<file path="src/rtl/csi2_pkg.sv">
// csi2_pkg: shared CSI-2 definitions (FSM states, sync byte, CRC constants, data types, CRC helper)
package csi2_pkg;
  typedef enum logic [3:0] {
    IDLE, LP01, LP00, HS_ZERO, SYNC, HEADER, PAYLOAD, CRC, TRAIL, EXIT
  } st_t;
  localparam logic [7:0]  SYNC_BYTE = 8'hB8;
  localparam logic [15:0] CRC_SEED  = 16'hFFFF;
  localparam logic [15:0] CRC_POLY  = 16'h8408;
  localparam logic [5:0]  FS        = 6'h00;
  localparam logic [5:0]  FE        = 6'h01;
  localparam logic [5:0]  RAW8      = 6'h2A;
  function automatic logic [15:0] crc16_byte(input logic [15:0] c, input logic [7:0] b);
    logic [15:0] r;
    r = c;
    for (int i = 0; i < 8; i++) r = (r >> 1) ^ ((r[0] ^ b[i]) ? CRC_POLY : 16'h0000);
    return r;
  endfunction
endpackage

</file>
<file path="src/rtl/mipi_transmitter_if.sv">
// mipi_transmitter_if: packet request and payload stream between a packet source and the transmitter
//   pkt_start/pkt_vc/pkt_type/pkt_wc : packet request; data_in/data_valid/data_ready : payload stream
interface mipi_transmitter_if;
  logic        pkt_start;
  logic [1:0]  pkt_vc;
  logic [5:0]  pkt_type;
  logic [15:0] pkt_wc;
  logic [15:0] data_in;
  logic        data_valid;
  logic        data_ready;
  modport master (output pkt_start, pkt_vc, pkt_type, pkt_wc, data_in, data_valid, input data_ready);
  modport slave  (input pkt_start, pkt_vc, pkt_type, pkt_wc, data_in, data_valid, output data_ready);
endinterface

</file>
<file path="src/rtl/csi2_ecc.sv">
// csi2_ecc: combinational CSI-2 packet header Hamming ECC
//   d : header[23:0] = {wc[15:8], wc[7:0], vc, type}; ecc : {2'b00, P5..P0}
module csi2_ecc (
  input  logic [23:0] d,
  output logic [7:0]  ecc
);
  assign ecc = {2'b00,
                ^(d & 24'hEFFC00), ^(d & 24'hDF03F0), ^(d & 24'hB8E38E),
                ^(d & 24'h749A6D), ^(d & 24'hF2555B), ^(d & 24'hF12CB7)};
endmodule

</file>
<file path="src/rtl/mipi_transmitter.sv">
// mipi_transmitter: two-lane CSI-2 D-PHY packet transmitter (LP entry, HS burst, trail, LP exit)
//   sync_mipi_clk_2/reset : clock (one nibble per lane per cycle), sync active-high reset
//   s                     : packet request and payload stream (slave side)
//   lane0_q/lane1_q       : nibbles to the DDR output cells, bit0 sent first
//   hs_oe, lp_p, lp_n     : HS driver enable and per-lane LP levels
//   busy, done, err       : packet in progress, end-of-packet pulse, reject/underrun pulse
module mipi_transmitter
  import csi2_pkg::*;
#(
  parameter int T_LPX     = 4,
  parameter int T_PREPARE = 4,
  parameter int T_ZERO    = 8,
  parameter int T_TRAIL   = 4,
  parameter int T_EXIT    = 8
) (
  input  logic             sync_mipi_clk_2,
  input  logic             reset,
  mipi_transmitter_if.slave s,
  output logic [3:0]       lane0_q,
  output logic [3:0]       lane1_q,
  output logic             hs_oe,
  output logic [1:0]       lp_p,
  output logic [1:0]       lp_n,
  output logic             busy,
  output logic             done,
  output logic             err
);
  st_t         state, nxt;
  logic [15:0] cnt, wc, crc, pay, len, d;
  logic [5:0]  dt;
  logic [1:0]  vc;
  logic [7:0]  ecc, by0, by1;
  logic [3:0]  nxt0, nxt1;
  logic        last, req_bad;
  csi2_ecc u_ecc (.d({wc, vc, dt}), .ecc(ecc));
  assign s.data_ready = state == PAYLOAD && !cnt[0];
  assign busy = state != IDLE;
  assign done = state == EXIT && last;
  always_comb begin
    req_bad = s.pkt_type >= 6'h10 && (s.pkt_wc[0] || s.pkt_wc == 16'd0);
    len = state == LP01 ? 16'(T_LPX) : state == LP00 ? 16'(T_PREPARE) :
          state == HS_ZERO ? 16'(T_ZERO) : state == SYNC ? 16'd2 :
          state == HEADER ? 16'd4 : state == PAYLOAD ? wc :
          state == CRC ? 16'd2 : state == TRAIL ? 16'(T_TRAIL) : 16'(T_EXIT);
    last = cnt == len - 16'd1;
    nxt = state == LP01 ? LP00 : state == LP00 ? HS_ZERO : state == HS_ZERO ? SYNC :
          state == SYNC ? HEADER : state == HEADER ? (dt >= 6'h10 ? PAYLOAD : TRAIL) :
          state == PAYLOAD ? CRC : state == CRC ? TRAIL : state == TRAIL ? EXIT : IDLE;
    d = s.data_valid ? s.data_in : 16'h0000;
    by0 = state == SYNC ? SYNC_BYTE : state == HEADER ? (cnt[1] ? wc[15:8] : {vc, dt}) :
          state == PAYLOAD ? (cnt[0] ? pay[7:0] : d[7:0]) : state == CRC ? crc[7:0] : 8'h00;
    by1 = state == SYNC ? SYNC_BYTE : state == HEADER ? (cnt[1] ? ecc : wc[7:0]) :
          state == PAYLOAD ? (cnt[0] ? pay[15:8] : d[15:8]) : state == CRC ? crc[15:8] : 8'h00;
    // trail latches the inverse of the last HS bit on entry, then holds it
    nxt0 = state == TRAIL ? (cnt == 16'd0 ? {4{~lane0_q[3]}} : lane0_q) : (cnt[0] ? by0[7:4] : by0[3:0]);
    nxt1 = state == TRAIL ? (cnt == 16'd0 ? {4{~lane1_q[3]}} : lane1_q) : (cnt[0] ? by1[7:4] : by1[3:0]);
  end
  // line outputs are registered: they show the state of the previous cycle
  always_ff @(posedge sync_mipi_clk_2) begin
    if (reset) begin
      state   <= IDLE;
      cnt     <= '0;
      crc     <= CRC_SEED;
      wc      <= '0;
      vc      <= '0;
      dt      <= '0;
      pay     <= '0;
      err     <= 1'b0;
      hs_oe   <= 1'b0;
      lp_p    <= 2'b11;
      lp_n    <= 2'b11;
      lane0_q <= '0;
      lane1_q <= '0;
    end else begin
      err     <= (state == IDLE && s.pkt_start && req_bad) || (s.data_ready && !s.data_valid);
      hs_oe   <= state inside {HS_ZERO, SYNC, HEADER, PAYLOAD, CRC, TRAIL};
      lp_p    <= state inside {IDLE, EXIT} ? 2'b11 : 2'b00;
      lp_n    <= state inside {IDLE, EXIT, LP01} ? 2'b11 : 2'b00;
      lane0_q <= nxt0;
      lane1_q <= nxt1;
      if (state == IDLE) begin
        cnt <= '0;
        if (s.pkt_start && !req_bad) begin
          state <= LP01;
          vc    <= s.pkt_vc;
          dt    <= s.pkt_type;
          wc    <= s.pkt_wc;
          crc   <= CRC_SEED;
        end
      end else if (last) begin
        state <= nxt;
        cnt   <= '0;
      end else begin
        cnt <= cnt + 16'd1;
      end
      if (s.data_ready) begin
        pay <= d;
        crc <= crc16_byte(crc16_byte(crc, d[7:0]), d[15:8]);
      end
    end
  end
endmodule
</file>
<file path="src/flat_wrapper.sv">
// flat-port wrapper written by rule: the top's interface ports become plain ports
module mipi_transmitter_flat import csi2_pkg::*;
#(
  parameter int T_LPX     = 4,
  parameter int T_PREPARE = 4,
  parameter int T_ZERO    = 8,
  parameter int T_TRAIL   = 4,
  parameter int T_EXIT    = 8
)
  (sync_mipi_clk_2, reset, lane0_q, lane1_q, hs_oe, lp_p, lp_n, busy, done, err, s_pkt_start, s_pkt_vc, s_pkt_type, s_pkt_wc, s_data_in, s_data_valid, s_data_ready);
  mipi_transmitter_if s_i ();
  input  logic sync_mipi_clk_2;
  input  logic reset;
  output logic [3:0] lane0_q;
  output logic [3:0] lane1_q;
  output logic hs_oe;
  output logic [1:0] lp_p;
  output logic [1:0] lp_n;
  output logic busy;
  output logic done;
  output logic err;
  input wire logic [$bits(s_i.pkt_start)-1:0] s_pkt_start;
  input wire logic [$bits(s_i.pkt_vc)-1:0] s_pkt_vc;
  input wire logic [$bits(s_i.pkt_type)-1:0] s_pkt_type;
  input wire logic [$bits(s_i.pkt_wc)-1:0] s_pkt_wc;
  input wire logic [$bits(s_i.data_in)-1:0] s_data_in;
  input wire logic [$bits(s_i.data_valid)-1:0] s_data_valid;
  output wire logic [$bits(s_i.data_ready)-1:0] s_data_ready;
  assign s_i.pkt_start = s_pkt_start;
  assign s_i.pkt_vc = s_pkt_vc;
  assign s_i.pkt_type = s_pkt_type;
  assign s_i.pkt_wc = s_pkt_wc;
  assign s_i.data_in = s_data_in;
  assign s_i.data_valid = s_data_valid;
  assign s_data_ready = s_i.data_ready;
  mipi_transmitter #(.T_LPX(T_LPX), .T_PREPARE(T_PREPARE), .T_ZERO(T_ZERO), .T_TRAIL(T_TRAIL), .T_EXIT(T_EXIT)) u_core (.sync_mipi_clk_2(sync_mipi_clk_2), .reset(reset), .s(s_i), .lane0_q(lane0_q), .lane1_q(lane1_q), .hs_oe(hs_oe), .lp_p(lp_p), .lp_n(lp_n), .busy(busy), .done(done), .err(err));
endmodule
</file>
<file path="config.mk">
export PLATFORM = sky130hd
export DESIGN_NAME = mipi_transmitter_flat
export DESIGN_NICKNAME = d
export VERILOG_FILES = /design/src/rtl/csi2_pkg.sv /design/src/rtl/mipi_transmitter_if.sv /design/src/rtl/csi2_ecc.sv /design/src/rtl/mipi_transmitter.sv /design/src/flat_wrapper.sv
export SDC_FILE = /design/constraint.sdc
export NUM_CORES = 1
export LEC_CHECK = 0
export BUFFER_PORTS_ARGS = -buffer_cell sky130_fd_sc_hd__buf_2
export CORE_UTILIZATION = 35
export CTS_CLUSTER_DIAMETER = 120
export DETAILED_ROUTE_END_ITERATION = 12
export PLACE_DENSITY = 0.61
export SLEW_MARGIN = 20
export SYNTH_ARGS = -nofsm -noshare
export SYNTH_HDL_FRONTEND = slang
export SYNTH_SLANG_ARGS = --single-unit
</file>
<file path="constraint.sdc">
create_clock -name sync_mipi_clk_2 -period 4.55 [get_ports sync_mipi_clk_2]
set_clock_uncertainty 0.2 [all_clocks]
set_input_delay 0.91 -clock sync_mipi_clk_2 [delete_from_list [all_inputs] [get_ports sync_mipi_clk_2]]
set_output_delay 0.91 -clock sync_mipi_clk_2 [all_outputs]
set_load 0.03 [all_outputs]
</file>
==> flow_summary.yaml <==
timing:
  final.hold.worst_slack_ns: 0.255
  hold_violations: 0
  tightestPinTransition_ns: 0.787
  report.final.setup_viol: 0
  period_minus_slack_ns: 4.38
  unrepaired_setup_endpoints_after_global_routing: "false"
  final_min_period_over_clock_period_pct: 96.2
  max_clock_freq_mhz: 229
  max_slew_margin_pct: 47.5
  final-max-slew-violation-count: 0
  tns_ns: 0
final_layout:
  area_taken_by_multi_input_logic_gates_um2: 4020
  nets: 873
  fillers: 1762
  register_area_um2: 1660
  antennaDiodeCount: 0
  area.growth.synth_to_final_pct: 15.6
  post_layout_cell_count: 1050
  drive_gt1_share_pct: 17.6
pwr:
  finalPower_mw: 2.01
  pwr_density_cell_nw_per_um2: 292
  p_leak_nw: 2.45
  vdd_ir_drop_max_uv: 258
placement:
  buffer_ports.inserted: 60
  placed_cell_count: 1033
  gp_congestion: 0.857
  place_hpwl_um: 12600
die:
  initial_core_utilization_pct: 35.8
  core_area_um2: 16600
  floorplan.die.width_um: 132
  die_area_um2: 17500
  placement_rows: 47
  io_pins: 61
  die_height_um: 132
global_routing:
  grtUsageTotal_pct: 20.2
  grt_pass1_wl_um: 27800
  largest_net_degree_at_the_start_of_global_routing: 43
  vias_in_the_first_global_route: 5285
  antenna_found_initial: 0
  grt_overflow: 0
setup_path:
  worstSetupStartpointType: "register"
  worst_setup_path_end_kind: "primary output"
  timing.setup.critical_path_class: "register to primary output"
  worstPathArrival_ns: 3.27
  reg_to_reg_setup_timing_slack_ns: 0.87
  critical_path_required_ns: 3.44
  maximum_fanout_count_along_the_critical_path: 6
routing:
  drt-wirelength-per-cell_um: 16.4
  first_iter_violations: 444
  route.detailed.vias_per_inst: 5.37
  drt_pass1_iterations: 5
  drc_errors: 0
  detail_route.wirelength_um: 17300
  postRouteAntennaNets: 0
  routed-via-count: 5634
clock_tree:
  cts.clk_slew.worst_paths_ns: 0.06
  hold_buffers: 0
  clock_sinks: 83
  clock_tree.htree_level_count: 3
  cts_inserted_buffers: 9
  max-clock-path-buffers: 2
  clk_root_buffer_cell: "clkbuf_16"
  worst_skew_pair.late_latency_ns: 0.35
  cts_tree: "yes"
synth:
  asyncSetResetFlopFracSynth_pct: 0
  sequential_fraction_of_the_synthesis_area_pct: 28.0
  synthFlopType: "dfxtp_1"
  mappedNetlistArea_um2: 5940
  synth_top_area_share_pct: 28.0
  yosys.area.top_type: "dfxtp_1"
  synth.yosys.warnings: 0
  postSynthRegisterBits: 83
  synth_top_cells_by_area: "dfxtp_1 28%, xnor2_1 13%, nand2_1 7.6%"
  post_synth.cell_area_avg_um2: 7.48
  syn_nets: 842
  netlist_instances: 794
  synth_edf_count: 0
  synth.distinct_cells: 68
run_status:
  status: "complete, no violations"
hold_path:
  hp_class: "register to register"
job:
  drv_cap: 0
-- cell type report --
class                           count  share of cell area [%]
Multi-Input combinational cell    628                    58.6
Sequential cell                    83                    24.2
Timing Repair Buffer               91                    7.86
Tap cell                          220                    4.01
Clock buffer                       12                    3.59
Clock inverter                      4                    1.08
Inverter                           12                   0.656
-- worst max-delay path, cell delays in order, from the launching register on --
cell and delay (ns):
dfxtp_2 0.36, nand2b_1 0.17, o211ai_1 0.18, ha_2 0.25, nor3b_4 0.22, nand3_1 0.10
o211a_1 0.25, or3_1 0.39, a2111oi_4 0.42, nand4_2 0.20, nor4_4 0.19, buf_6 0.17
-- flip-flops by register name, indices dropped and copies added (netlist names) --
name / cells
u_core.crc: 16
u_core.hs_oe: 1
u_core.pay: 11
u_core.dt: 6
u_core.err: 1
u_core.vc: 2
u_core.lane0_q: 4
u_core.wc: 16
u_core.lp_p: 1
u_core.cnt: 16
u_core.lp_n: 1
u_core.lane1_q: 4
u_core.state: 4
-- worst paths after layout --
path,start,endpoint,cells after the start
hold / removal,u_core.lane0_q[0],u_core.lane0_q[0],2
setup reg to reg,u_core.state[0],u_core.state[2],12
hold reg to reg,u_core.lane0_q[0],u_core.lane0_q[0],2
setup / recovery,u_core.state[0],done,11
-- kinds of logic (layout without fill, tap and decap cells) --
logic type      count (synthesis)  after routing  synth area share, %
compound gates                177            177                 19.1
fa+ha+maj                       4              4                0.843
flops                          83             83                 28.0
simple gates                  309            309                 24.8
xor+xnor                      123            123                 18.9
mux                            15             15                 2.63
buf+inv                        83            119                 5.75
-- timing repair --
action	4_1_cts	5_1_grt
buffers inserted	0	1
pin swaps	1	2
resized for setup	5	8
cloned	0	0
endpoints found under the setup margin	1	1
-- per-layer routing --
metal,vias up,share of wire [%],GRT usage (%)
li1,2811,-,-
met1,2646,46,26.6
met2,146,47,32.7
met3,31,4.2,4.23
met4,0,2.6,6.70
met5,-,0,0
-- per-stage QoR --
step	setup WS (ns)	util [%]	instance area, um^2
6_report	0.175	41.4	6860
4_1_cts	0.0112	41.1	6820
2_1_floorplan	0.160	-	5950
3_3_place_gp	0.272	39.0	6470
5_1_grt	0.0217	41.4	6860
3_5_place_dp	0.250	39.0	6470
-- cell usage in the layout (no fill, tap or decap), types with 9 or more instances in the layout --
cell type,netlist,final
a21oi_1,76,76
buf_2,12,59
buf_4,2,31
clkbuf_16,0,9
dfxtp_1,83,82
inv_1,11,11
mux2i_1,10,10
nand2_1,121,121
nand3_1,30,30
nor2_1,63,62
nor3_1,23,23
nor4_1,12,11
o21ai_0,29,29
or2_2,15,15
xnor2_1,88,88
xor2_1,32,32
-- cell usage after synthesis, types with 10 or more instances --
cell and number:
a21oi_1 76, buf_2 12, clkbuf_1 47, dfxtp_1 83, inv_1 11, mux2i_1 10
nand2_1 121, nand3_1 30, nor2_1 63, nor3_1 23, nor4_1 12, o21ai_0 29
or2_2 15, xnor2_1 88, xor2_1 32
-- where the power goes --
group / leakage, nW / internal (mW) / switching (mW)
clock: 0.157 / 0.497 / 0.310
sequential: 0.673 / 0.741 / 0.0250
combinational: 1.62 / 0.193 / 0.241
total: 2.45 / 1.43 / 0.577
Power figures use the tool's default switching activity.
